**config.mk**
```make
export PLATFORM = sky130hd
export DESIGN_NAME = f1_start_controller
export DESIGN_NICKNAME = d
export VERILOG_FILES = /design/src/rtl/f1_pkg.sv /design/src/rtl/f1_lfsr.sv /design/src/rtl/f1_start_controller.sv
export SDC_FILE = /design/constraint.sdc
export NUM_CORES = 1
export LEC_CHECK = 0
export ABC_AREA = 1
export BUFFER_PORTS_ARGS = -buffer_cell sky130_fd_sc_hd__buf_4
export CORE_ASPECT_RATIO = 0.8
export CORE_MARGIN = 4
export CORE_UTILIZATION = 39
export CTS_CLUSTER_DIAMETER = 100
export DETAILED_ROUTE_END_ITERATION = 12
export HOLD_SLACK_MARGIN = 0.12
export PLACE_DENSITY_LB_ADDON = 0.08
export SLEW_MARGIN = 5
export SYNTH_ARGS = -nofsm -noshare
export SYNTH_HDL_FRONTEND = slang
export SYNTH_SLANG_ARGS = --single-unit
export TNS_END_PERCENT = 1
```
**constraint.sdc**
```tcl
create_clock -name clk -period 2.1 [get_ports clk]
set_input_delay 0.63 -clock clk [delete_from_list [all_inputs] [get_ports clk]]
set_output_delay 0.63 -clock clk [all_outputs]
set_load 0.01 [all_outputs]
```
**src/rtl/f1_pkg.sv**
```systemverilog
// Shared types and constants for the F1 start-light controller.
// The LFSR step function lives here so every user agrees on the polynomial.
package f1_pkg;

    typedef enum logic [2:0] {
        IDLE    = 3'd0,
        COUNTUP = 3'd1,
        HOLD    = 3'd2,
        TIMING  = 3'd3,
        DONE    = 3'd4,
        FAULT   = 3'd5
    } state_e;

    localparam logic [7:0] LIGHTS_ALL = 8'hFF;
    localparam logic [6:0] LFSR_SEED  = 7'h01;

    // Fibonacci form of x^7 + x^6 + 1: maximal length (127 states), zero never reached.
    function automatic logic [6:0] lfsr_step(input logic [6:0] v);
        return {v[5:0], v[6] ^ v[5]};
    endfunction

endpackage

```
**src/rtl/f1_lfsr.sv**
```systemverilog
// Free-running 7-bit LFSR used to randomise the all-lit hold time.
module f1_lfsr
    import f1_pkg::*;
(
    input  logic       clk,
    input  logic       rst,
    output logic [6:0] lfsr_o
);

    logic [6:0] lfsr_q;
    logic [6:0] lfsr_d;

    assign lfsr_d = lfsr_step(lfsr_q);
    assign lfsr_o = lfsr_q;

    always_ff @(posedge clk) begin
        if (rst) begin
            lfsr_q <= LFSR_SEED;
        end else begin
            lfsr_q <= lfsr_d;
        end
    end

endmodule

```
**src/rtl/f1_start_controller.sv**
```systemverilog
// Sequences the start lights, holds for a random time, then measures the driver's
// reaction from lights-out to the button's rising edge; early presses flag a jump start.
module f1_start_controller
    import f1_pkg::*;
#(
    parameter int TICK_CYCLES = 1000,
    parameter int MIN_DELAY   = 2000,
    parameter int DELAY_SHIFT = 4,
    parameter int TIME_W      = 16
) (
    input  logic              clk,
    input  logic              rst,
    input  logic              trigger_i,
    input  logic              react_i,
    input  logic [7:0]        lights_i,
    output logic              fsm_en_o,
    output logic              fsm_rst_o,
    output logic              busy_o,
    output logic              result_valid_o,
    output logic [TIME_W-1:0] reaction_time_o,
    output logic              jump_start_o
);

    localparam int TICK_W    = (TICK_CYCLES > 2) ? $clog2(TICK_CYCLES) : 1;
    localparam int DELAY_MAX = MIN_DELAY + (127 << DELAY_SHIFT);
    localparam int DELAY_W   = $clog2(DELAY_MAX + 1);

    localparam logic [TICK_W-1:0]  TICK_LAST = TICK_W'(TICK_CYCLES - 1);
    localparam logic [DELAY_W-1:0] DELAY_MIN = DELAY_W'(MIN_DELAY);
    localparam logic [TIME_W-1:0]  TIME_MAX  = {TIME_W{1'b1}};

    state_e             state_q, state_d;
    logic [TICK_W-1:0]  tick_cnt_q, tick_cnt_d;
    logic [DELAY_W-1:0] delay_cnt_q, delay_cnt_d;
    logic [TIME_W-1:0]  time_cnt_q, time_cnt_d;
    logic [TIME_W-1:0]  reaction_time_q, reaction_time_d;
    logic               fsm_en_q, fsm_en_d;
    logic               result_valid_q, result_valid_d;
    logic               jump_start_q, jump_start_d;
    logic               react_q;
    logic               react_rise;
    logic [6:0]         lfsr;
    logic [DELAY_W-1:0] delay_load;

    f1_lfsr u_lfsr (
        .clk    (clk),
        .rst    (rst),
        .lfsr_o (lfsr)
    );

    assign react_rise = react_i & ~react_q;
    assign delay_load = DELAY_MIN + (DELAY_W'(lfsr) << DELAY_SHIFT);

    always_comb begin
        state_d         = state_q;
        tick_cnt_d      = tick_cnt_q;
        delay_cnt_d     = delay_cnt_q;
        time_cnt_d      = time_cnt_q;
        reaction_time_d = reaction_time_q;
        fsm_en_d        = 1'b0;
        result_valid_d  = 1'b0;
        jump_start_d    = jump_start_q;

        case (state_q)
            IDLE: begin
                if (trigger_i) begin
                    state_d      = COUNTUP;
                    tick_cnt_d   = '0;
                    jump_start_d = 1'b0;
                end
            end
            COUNTUP: begin
                // Lights reach FF one cycle after the 8th tick, before another tick is due.
                if (react_rise) begin
                    state_d = FAULT;
                end else if (lights_i == LIGHTS_ALL) begin
                    state_d     = HOLD;
                    delay_cnt_d = delay_load;
                end else if (tick_cnt_q == TICK_LAST) begin
                    fsm_en_d   = 1'b1;
                    tick_cnt_d = '0;
                end else begin
                    tick_cnt_d = tick_cnt_q + 1'b1;
                end
            end
            HOLD: begin
                if (react_rise) begin
                    state_d = FAULT;
                end else if (delay_cnt_q == '0) begin
                    fsm_en_d   = 1'b1;
                    state_d    = TIMING;
                    time_cnt_d = '0;
                end else begin
                    delay_cnt_d = delay_cnt_q - 1'b1;
                end
            end
            TIMING: begin
                // result_valid is raised on entry so it is high exactly while in DONE.
                if (react_rise) begin
                    state_d         = DONE;
                    reaction_time_d = time_cnt_q;
                    result_valid_d  = 1'b1;
                end else if (time_cnt_q == TIME_MAX) begin
                    state_d         = DONE;
                    reaction_time_d = TIME_MAX;
                    result_valid_d  = 1'b1;
                end else begin
                    time_cnt_d = time_cnt_q + 1'b1;
                end
            end
            DONE: begin
                state_d = IDLE;
            end
            FAULT: begin
                jump_start_d = 1'b1;
                state_d      = IDLE;
            end
            default: begin
                state_d = IDLE;
            end
        endcase
    end

    always_ff @(posedge clk) begin
        if (rst) begin
            state_q         <= IDLE;
            tick_cnt_q      <= '0;
            delay_cnt_q     <= '0;
            time_cnt_q      <= '0;
            reaction_time_q <= '0;
            fsm_en_q        <= 1'b0;
            result_valid_q  <= 1'b0;
            jump_start_q    <= 1'b0;
            react_q         <= 1'b0;
        end else begin
            state_q         <= state_d;
            tick_cnt_q      <= tick_cnt_d;
            delay_cnt_q     <= delay_cnt_d;
            time_cnt_q      <= time_cnt_d;
            reaction_time_q <= reaction_time_d;
            fsm_en_q        <= fsm_en_d;
            result_valid_q  <= result_valid_d;
            jump_start_q    <= jump_start_d;
            react_q         <= react_i;
        end
    end

    assign fsm_en_o        = fsm_en_q;
    assign fsm_rst_o       = (state_q == IDLE);
    assign busy_o          = (state_q != IDLE);
    assign result_valid_o  = result_valid_q;
    assign reaction_time_o = reaction_time_q;
    assign jump_start_o    = jump_start_q;

endmodule

```
==> metrics.log <==
[metrics] outcome: finished, final reports clean
[metrics] area grow syn2layout: 18.48%
[metrics] Total Die Area: 0.01109 mm²
[metrics] master cell of the clock root buffer: sky130_fd_sc_hd__clkbuf_16
[metrics] H-tree depth: 3
[metrics] wire per inst: ~13 µm
[metrics] CTS tree: done
[metrics] Global Route Usage Sum: 17.74%
[metrics] highest-count cells in the layout ignoring fill and taps: 131 x sky130_fd_sc_hd__nand2_1, 103 x sky130_fd_sc_hd__nor2_1, 68 x sky130_fd_sc_hd__dfxtp_1
[metrics] P_sw: about 2.1 mW
[metrics] number of global-route vias before repair: 3177
[metrics] maximum root-to-sink buffer count: 2
[metrics] Initial Utilization: roughly 40%
[metrics] worst hold slack after final layout: 0.4441 ns
[metrics] number of buffers inserted by hold repair at cts: 0
[metrics] Gate power share: 41.7%
[metrics] number of antenna violations at the first check in global routing: 0
[metrics] Antenna Violating Nets Remaining: 0
[metrics] Switching Share: between 40% and 50%
[metrics] power consumption: 5.197 mW
[metrics] worst endpoint required time: 2.34 ns
[metrics] setup repair after global routing missed its margin: no
[metrics] largest net degree at the start of global routing: 28
[metrics] FF+latch count, synth: 68
[metrics] cell taking the most area after synthesis: sky130_fd_sc_hd__dfxtp_1
[metrics] leading post-synthesis cells by cell area: sky130_fd_sc_hd__dfxtp_1 37%, sky130_fd_sc_hd__nand2_1 13%, sky130_fd_sc_hd__nor2_1 10%
[metrics] endpoint kind of the worst setup timing path: flop
[metrics] proportion of layout cells with a drive suffix above 1: 15.03%
[metrics] fraction of synthesized cell area taken by the top area cell type: 36.89%
[metrics] Post-route DRC: 0
[metrics] crit path time final: 1.869 ns
[metrics] first-pass iteration count of the detailed router: 5
[metrics] Post-DP HPWL: 6752 µm
[metrics] cell at the slowest stage of the critical path: sky130_fd_sc_hd__nor3_1
[metrics] syn_area_per_cell: 6.542 µm²
[metrics] Largest stage delay, worst path: about 0.56 ns
[metrics] die boundary width: ~120 µm
[metrics] worst-path maximum fanout: 6
[metrics] VDD IR max: 0.5055 mV
[metrics] sequential share of the synthesized area: 36.89%
[metrics] post-CTS resize count: 0
[metrics] placed insts: 711
[metrics] Diodes inserted: 0
[metrics] count of final hold-check violations: 0
[metrics] core area: 0.009154 mm²
[metrics] transition time at the pin with the least slew margin: a little over 0.7 ns
[metrics] number of nets in the layout: 625
[metrics] Inserted Clock Buffers: 9
[metrics] Finished Layout Cells: about 730
[metrics] global-route wire length before repair: between 15000 and 20000 µm
[metrics] Sequential cell area: 0.001361 mm²
[metrics] number of cells produced by synthesis: 564
[metrics] Setup Crit Path Kind: reg -> reg
[metrics] number of pins exceeding their max-slew limit in the final report: 0
[metrics] final setup skew: slightly above 0.005 ns
[metrics] average via count per standard cell: 4.917
[metrics] leading cell type in the layout, fill and taps excluded: sky130_fd_sc_hd__nand2_1
[metrics] distinct cell type count after synthesis: 35
[metrics] series of cell instances along the critical path: ha_1 -> nand2_2 -> nor2_4 -> nand2_2 -> nor2_4 -> nor3_1 -> nand3_1 -> nand2_1 -> nor2_1
[metrics] Core Rows: 31
[metrics] post-synth design cell area: 0.003690 mm²
[metrics] total via count after detailed routing: 3575
[metrics] total setup violations reported at the end of the flow: 0
[metrics] clock network fraction of design power: a little over a quarter
[metrics] number of warnings printed during yosys synthesis: 0
[metrics] number of maximum-capacitance constraint violations: 0
[metrics] internal power of the cells: 3.060 mW
[metrics] crit path DAT: 2.11 ns
[metrics] CP delay by family, top: simple AND/OR/NAND/NOR gates
[metrics] routability-driven placement congestion ratio: just over 0.8
[metrics] Clk pin slew, worst setup/hold paths: 0.06 ns
[metrics] Die Height: 95 µm
[metrics] number of design-rule violations left by the first detailed-router iteration: 260
[metrics] buffers and inverters on the worst path: 0
[metrics] top-level port count: 33
[metrics] Post-CTS Setup Repair Bufs: 0
[metrics] number of nets in the synthesized netlist: 582
[metrics] Rel. slew slack: 51.15%
[metrics] Reg power frac: approximately a third
[metrics] Clock Sink Count: 68
[metrics] fillers: 957
[metrics] top achievable clock speed: around 540 MHz
[metrics] Setup TNS Final: 0 ns
[metrics] total length of routed wires: 9145 µm
[metrics] overflow left after global routing: 0
[metrics] category of the worst setup path launch point: flop
[metrics] type of the most critical hold path: reg -> reg
[metrics] share of the clock period used by the worst path: 88.99%
[metrics] area of the multi-input gates: ~0.0020 mm²
[metrics] # port buffers: 32
[metrics] clock latency on the worst-skew pair: roughly 0.34 ns
[metrics] Leak Pwr: between 1.5 and 2 nW
[metrics] power density normalized to cell area: around 1200 mW/mm²
## sequential cells by signal, summed over array words and instances, names as in the netlist
name	cells
reaction_time_o	16
time_cnt_q	16
delay_cnt_q	12
tick_cnt_q	10
u_lfsr.lfsr_o	7
state_q	3
fsm_en_o	1
jump_start_o	1
react_q	1
result_valid_o	1
## synthesized netlist by cell type (all sizes together)
cell type / n
nor2: 116
ha: 6
nand3: 46
o21bai: 1
or2: 3
a21oi: 38
o21ai: 35
nand2: 137
nor3: 11
inv: 68
a211oi: 1
xor2: 4
dfxtp: 68
buf: 7
clkbuf: 7
nor4: 1
xnor2: 1
nand4: 11
nand3b: 1
nor3b: 2
## layout make-up
| class | instances | share of cell area (%) |
|---|---|---|
| clock inverter | 6 | 0.9445 |
| clock buffer | 10 | 5.238 |
| sequential | 68 | 31.14 |
| timing repair buffer | 46 | 7.899 |
| tap | 115 | 3.291 |
| inverter | 68 | 5.839 |
| multi-input combinational | 414 | 45.65 |
## path summary, 6_finish.rpt
kind	endpoint	startpoint	cells past startpoint	slack, ns
setup reg to reg	time_cnt_q[4]$_SDFFE_PP0P_	time_cnt_q[0]$_SDFFE_PP0P_	9	0.23
hold reg to reg	tick_cnt_q[7]$_SDFFE_PP0P_	tick_cnt_q[7]$_SDFFE_PP0P_	2	0.44
setup / recovery	time_cnt_q[4]$_SDFFE_PP0P_	time_cnt_q[0]$_SDFFE_PP0P_	9	0.23
hold / removal	tick_cnt_q[7]$_SDFFE_PP0P_	tick_cnt_q[7]$_SDFFE_PP0P_	2	0.44
## kinds of logic after synthesis
kind of cell | count (synthesis) | synth area share [%]
XOR/XNOR | 5 | 1.187
adder cells (fa/ha/maj) | 6 | 2.035
buffers and inverters | 82 | 9.020
AO/OA/AOI/OAI | 75 | 10.72
flip-flops | 68 | 36.89
AND/OR/NAND/NOR | 328 | 40.15
## worst register-to-register path: stages (launching register included)
cell	delay, ns
sky130_fd_sc_hd__dfxtp_1	0.37
sky130_fd_sc_hd__ha_1	0.24
sky130_fd_sc_hd__nand2_2	0.10
sky130_fd_sc_hd__nor2_4	0.06
sky130_fd_sc_hd__nand2_2	0.10
sky130_fd_sc_hd__nor2_4	0.05
sky130_fd_sc_hd__nor3_1	0.56
sky130_fd_sc_hd__nand3_1	0.15
sky130_fd_sc_hd__nand2_1	0.10
sky130_fd_sc_hd__nor2_1	0.04
## layer usage
layer	vias to the layer above	share of wire, %	track usage (%)
met5	-	0	0
met4	0	1.5	6.686
met3	11	4.7	4.548
met2	63	41	25.14
met1	1618	52	25.61
li1	1883	-	-
## per-stage QoR
stage | cell area (µm²) | setup slack [ns] | util [%]
floorplan | 3690 | 0.4407 | -
global placement | 4101 | 0.1258 | 44.81
detailed placement | 4101 | 0.08526 | 44.81
CTS | 4372 | 0.2283 | 47.76
global route | 4372 | 0.008097 | 47.76
finish | 4372 | 0.2312 | 47.76
## power groups by stage
stage          Combinational [mW]  Clock (mW)  Sequential (mW)
6_report                     2.17        1.38             1.65
5_1_grt                      2.50        1.49             1.67
4_1_cts                      2.19        1.42             1.64
3_5_place_dp                 2.17           0             1.67
3_3_place_gp                 2.15           0             1.67
2_1_floorplan                1.59           0             1.64
(Power assumes the default switching activity.)
